`config.mk`:
```
export PLATFORM = sky130hd
export DESIGN_NAME = irq_pending_arbiter
export DESIGN_NICKNAME = d
export VERILOG_FILES = /design/src/rtl/irq_pending_arbiter.sv
export SDC_FILE = /design/constraint.sdc
export NUM_CORES = 1
export LEC_CHECK = 0
export CAP_MARGIN = 10
export CORE_MARGIN = 5
export CORE_UTILIZATION = 35
export CTS_CLUSTER_DIAMETER = 30
export DETAILED_ROUTE_END_ITERATION = 16
export PLACE_DENSITY = 0.67
export RECOVER_POWER = 100
export SETUP_SLACK_MARGIN = 0.4
export SYNTH_ARGS = -nofsm -noshare
export SYNTH_HDL_FRONTEND = slang
export SYNTH_SLANG_ARGS = --single-unit
```
`constraint.sdc`:
```
create_clock -name clk -period 1.8 [get_ports clk]
set_clock_uncertainty 0.15 [all_clocks]
set_input_delay 0.36 -clock clk [delete_from_list [all_inputs] [get_ports clk]]
set_output_delay 0.36 -clock clk [all_outputs]
set_load 0.03 [all_outputs]
```
`src/rtl/irq_pending_arbiter.sv`:
```
// Pending-interrupt register with a strict-priority, non-preemptive offer/accept handshake.
// Optional lost-request counter enabled by defining IRQ_ARB_LOST_CNT_EN.
module irq_pending_arbiter (
    input  logic        clk,
    input  logic        rst,
    input  logic [15:0] req,
    output logic [3:0]  code,
    output logic        code_valid,
    input  logic        code_ready,
    output logic [15:0] pending
`ifdef IRQ_ARB_LOST_CNT_EN
    ,
    output logic [7:0]  lost_cnt
`endif
);

    typedef enum logic {
        IDLE  = 1'b0,
        OFFER = 1'b1
    } state_t;

    state_t      r_state;
    state_t      w_nextState;
    logic [3:0]  r_code;
    logic [3:0]  w_nextCode;
    logic [15:0] r_pending;
    logic [15:0] w_clr;
    logic [3:0]  w_highIdx;
    logic        w_valid;

    // Lowest-to-highest scan so the last hit is the highest set index.
    always_comb begin
        w_highIdx = 4'd0;
        for (int i = 0; i < 16; i++) begin
            if (r_pending[i]) begin
                w_highIdx = 4'(i);
            end
        end
    end

    always_comb begin
        w_nextState = r_state;
        w_nextCode  = r_code;
        w_valid     = 1'b0;
        case (r_state)
            IDLE: begin
                if (|r_pending) begin
                    w_nextState = OFFER;
                    w_nextCode  = w_highIdx;
                end
            end
            OFFER: begin
                w_valid = 1'b1;
                if (code_ready) begin
                    w_nextState = IDLE;
                end
            end
            default: begin
                w_nextState = IDLE;
            end
        endcase
    end

    assign w_clr = (w_valid && code_ready) ? (16'h0001 << r_code) : 16'h0000;

    // A new request on the bit being cleared wins because the OR is applied last.
    always_ff @(posedge clk or posedge rst) begin
        if (rst) begin
            r_state   <= IDLE;
            r_code    <= 4'd0;
            r_pending <= 16'h0000;
        end else begin
            r_state   <= w_nextState;
            r_code    <= w_nextCode;
            r_pending <= (r_pending & ~w_clr) | req;
        end
    end

    assign code       = r_code;
    assign code_valid = w_valid;
    assign pending    = r_pending;

`ifdef IRQ_ARB_LOST_CNT_EN
    logic [7:0]  r_lost;
    logic [15:0] w_lostBits;
    logic [4:0]  w_lostInc;
    logic [8:0]  w_lostSum;

    assign w_lostBits = req & r_pending & ~w_clr;

    always_comb begin
        w_lostInc = 5'd0;
        for (int i = 0; i < 16; i++) begin
            w_lostInc = w_lostInc + {4'd0, w_lostBits[i]};
        end
    end

    assign w_lostSum = {1'b0, r_lost} + {4'd0, w_lostInc};

    // Saturate rather than wrap so a stuck source cannot hide its history.
    always_ff @(posedge clk or posedge rst) begin
        if (rst) begin
            r_lost <= 8'd0;
        end else begin
            r_lost <= w_lostSum[8] ? 8'hFF : w_lostSum[7:0];
        end
    end

    assign lost_cnt = r_lost;
`endif

endmodule

```
# Yosys cells after proc, flatten, opt, wreduce, memory -nomap -nowiden
# Cells that the tools add are included.
[totals]
memories = 0
in_bits = 19
romBits = 0
elab_cells = 31
ramBits = 0
out_inout_bits = 21
register_bits = 21
latchBits = 0
[classes]
n_div = 0
bitwise_logic = 4
magnitude_cmp = 0
n_reduce_logical = 3
mul = 0
n_eq_ne = 0
shifts = 1
addsub = 0
n_mux = 20
[ops]
columns = ["cell", "n"]
rows = [
  ["4-bit two-way mux", 14],
  ["16-bit AND", 1],
  ["16-bit two-way mux", 1],
  ["16-bit NOT", 1],
  ["16-bit OR", 1],
  ["16-bit OR reduction", 1],
  ["1-bit by 4-bit << shifter with 16-bit output, first input constant", 1],
  ["1-bit two-way mux", 4],
  ["1-bit one-hot mux with 2 select lines", 1],
  ["2-bit AND reduction", 1],
  ["1-bit logical AND", 1],
  ["1-bit NOT", 1],
]

# Logic depth before layout (Yosys ltp)
[logic_depth]
word_depth = 15
ltp_mapped = 5
depth_no_buf = 5

# Worst setup path after synthesis
# No wires, ideal clock.
[synth_timing]
kind = "reg2reg"
start = "register r_pending[8], in the netlist pending[8]"
end = "register r_code[0], in the netlist code[0]"
setup_ps = 121
required_ps = 1529
path_stages_with_launch = 5
slack_ps = 12
n_path_buf = 0
period_less_slack_ps = 1788
arrival_time_ps = 1517
cell_sequence = "dfrtp_1 > or4_4 > nor2b_4 > a21oi_2 > o22a_1"
[synth_between]
elab_chain_cells = 8
elab_cells_between_ends = 10
cone_classes = "mux: 8; reduce/logical: 2"
[synth_rtl]
columns = ["item", "line_no", "rtl"]
rows = [
  ["start: declaration", "26", "logic [15:0] r_pending;"],
  ["start signal: assignment", "75", "r_pending <= (r_pending & ~w_clr) | req;"],
  ["4-bit two-way mux (8 in series)", "35", "if (r_pending[i]) begin"],
  ["end signal: assignment", "74", "r_code <= w_nextCode;"],
  ["end: declaration", "24", "logic [3:0] r_code;"],
]
# Several ways; a longest one is shown, not always the timed one.
# A chain may end at the register's enable or synchronous reset.

# Worst setup path in the final report
[layout_timing]
start = "register r_pending[2], in the netlist pending[2]"
end = "register r_code[0], in the netlist code[0]"
[layout_between]
elab_chain_cells = 14
elab_cells_between_ends = 16
cone_classes = "mux: 14; reduce/logical: 2"
[layout_rtl]
columns = ["item", "line_no"]
rows = [
  ["4-bit two-way mux (14 in series)", "35"],
]
# Several ways; a longest one is shown, not always the timed one.

==> impl_metrics.yaml <==
cts:
  clk_path_buf_depth: 2
  clkLatencyLatePin_ps: 310
  cts_tree: "yes"
  cts_buffers: 3
  clk_pin_slew_ps: 120
  cts_max_level: 1
  clockRootBuffer: "clkbuf_4"
  clock-sinks: 21
timing:
  tightest_slew_ps: 529.9
  timing.fmax_mhz: 579.4
  hold_violations: 0
  setup_viol_count_final: 0
  final.period_utilization_pct: 95.89
  period_minus_slack_ps: 1726
  slew_headroom_pct: 64.68
  slew_violations: 0
  rsz0062_at_grt: "true"
  fin_tns_setup_ps: 0
setup_path:
  reg2reg_from: "pending[2]"
  critPathTopFamily: "simple AND/OR/NAND/NOR gates"
  worstPathArrival_ps: 1790
  crit_chain: "nor4_1 > and2_1 > a21oi_2 > o22a_1"
  endpoint_kind: "register"
  critPathMaxStageDelay_ps: 460
  cp_slowest_cell: "dfrtp_1"
  r2r_end: "code[0]"
  worstPathMaxFanout: 7
  ff2ff_path_depth: 4
  crit_required_ps: 1860
  cp-start-kind: "register"
  crit_type: "register to register"
  critPathBufInv: 0
  regToRegSetupSlack_ps: 70
logic_synthesis:
  syn_area_um2: 992.2
  syn_avg_cell_area_um2: 9.922
  yosysSeqAreaShare_pct: 52.96
  netlist.area_leader.share_pct: 52.96
  synth-async-reset-ratio_pct: 100.0
  synth_cells: 100
  yosysWarnings: 0
  synth-edff-count: 0
  synth_seq_cells: 21
  ys.flop_type: "dfrtp_1"
  ys_types: 28
  yosys-top-cells-area: "dfrtp_1 53%, nand2b_1 10%, o21ai_0 6.6%"
  synthesis.nets: 119
  synth_largest_area_cell: "dfrtp_1"
floorplan:
  initial_core_util_pct: 36.29
  core-area_mm2: 0.002734
  io_pins: 40
  die-area_mm2: 0.004000
  rows: 19
  die_h_um: 63.25
  die_w_um: 63.25
pwr:
  p_leak_nw: 0.5945
  design_power_total_mw: 1.321
  power_density_mw_per_mm2: 837.5
  vdd_drop_max_mv: 0.5500
layout:
  diodes: 0
  fill_cells: 260
  area_growth_pct: 59.02
  nets: 184
  drive_above_1_share_pct: 28.05
  final_area_mm2: 0.001578
hold_path:
  hold_path_depth: 3
  min-delay-start: "code_ready"
  min_path_type: "input port to register"
  holdPathEnd: "r_state"
routing:
  ant_nets: 0
  wl_per_cell_um: 16.03
  dr_total_vias: 1029
  drcViolationCount: 0
  dr.pass1.iters: 4
  drt_iter0_drc: 42
  avgViaCountPerCell: 5.277
  routed_wirelength_um: 3125
global_routing:
  grt_pass1_vias: 1019
  overflow: 0
  top_usage_layer: "met2"
  grt_util_met3_pct: 3.375
  grt_max_degree: 22
  grt_first_pass_wirelength_um: 4988
  use_met2_pct: 24.62
  grt_usage_pct: 15.80
  antenna_found_initial: 0
  use_met1_pct: 21.62
placement:
  place_area_mm2: 0.001476
  dp_hpwl_um: 2187
  io_buffer_count: 39
  gp_congestion: 0.8618
outcome:
  status: "finished clean"
run:
  drv_cap: 0
## flip-flops by register name, summed over array words and instances (netlist names)
| register | count |
|---|---|
| code | 4 |
| pending | 16 |
| r_state | 1 |
## kinds of logic (layout without fill, tap and decap cells)
| group | count (synthesis) | after routing | share of synthesized area [%] |
|---|---|---|---|
| flip-flops | 21 | 21 | 52.96 |
| buffers and inverters | 6 | 70 | 2.270 |
| AND/OR/NAND/NOR | 41 | 41 | 24.21 |
| AO/OA/AOI/OAI | 32 | 32 | 20.56 |
## worst reg2reg max path, cell delays in order, from the launching register on
cell     delay (ps)
dfrtp_1         460
nor4_1          440
and2_1          240
a21oi_2         120
o22a_1          220
## layer usage
| layer | up-vias | wire (um) |
|---|---|---|
| li1 | 489 | - |
| met4 | 0 | 57 |
| met2 | 40 | 1453 |
| met3 | 6 | 145 |
| met1 | 494 | 1467 |
| met5 | - | 0 |
## final cells by class
type | count | area (um2) | area share [%]
clock buffers | 3 | 22.52 | 1.427
clock inverters | 1 | 5.005 | 0.3172
inverters | 4 | 15.01 | 0.9516
multi-input cells | 73 | 479.2 | 30.37
flip-flops and latches | 21 | 530.5 | 33.62
well taps | 31 | 38.79 | 2.458
repair buffers | 62 | 486.7 | 30.85
## cell usage after synthesis (all sizes together), types with 2 or more instances
cell type   n
nor4        3
nand2b     16
a21oi       4
nor2        7
nand2       4
clkbuf      2
dfrtp      21
nor2b       2
o21ai      13
nor3        3
inv         4
a21o        5
o31ai       3
## timing repair
item | 4_1_cts | 5_1_grt
setup buffers | 11 | 6
resized for setup | 131 | 34
setup endpoints to repair | 33 | 40
pin swaps | 4 | 10
hold buffers | 0 | 0
## layout by cell type (no fill, tap or decap), types with 2 or more instances in the layout
cell,n
dfrtp_1,17
clkdlybuf4s50_1,16
clkbuf_1,16
buf_4,16
nand2b_1,14
o21ai_0,13
buf_6,8
nor2_1,6
a21o_1,5
inv_1,4
clkbuf_4,4
dfrtp_2,4
nand2_1,3
nor3_1,3
nand2b_4,2
o31ai_1,2
nor4_1,2
a21oi_2,2
a21oi_1,2
clkbuf_2,2
## power by group
group          leakage (nW)  internal (mW)  switching [mW]
registers             0.189          0.522          0.0431
clock network        0.0177         0.0830           0.154
logic                 0.388          0.210           0.310
## stage by stage
step                      setup slack (ps)  hold WS, ps  util (%)  std cells
after floorplan                      75.08        186.2         -        100
after global placement             -0.1910        357.9     54.00        174
after detailed placement             11.27        378.7     54.00        174
after CTS                            88.79        220.4     58.44        189
after global routing                 44.40        386.8     57.71        195
final                                73.93        376.7     57.71        195
## worst max path at each step
stage / startpoint / to / slack, ps / depth (start not counted)
after floorplan: pending[9] / code[0] / 80 / 4
after global placement: code_ready / pending[5] / -0.2 / 5
after detailed placement: code_ready / pending[5] / 10 / 5
after CTS: pending[8] / code[0] / 90 / 4
after global routing: pending[9] / code[2] / 40 / 5
final: pending[2] / code[0] / 70 / 4
(Power assumes the default switching activity.)
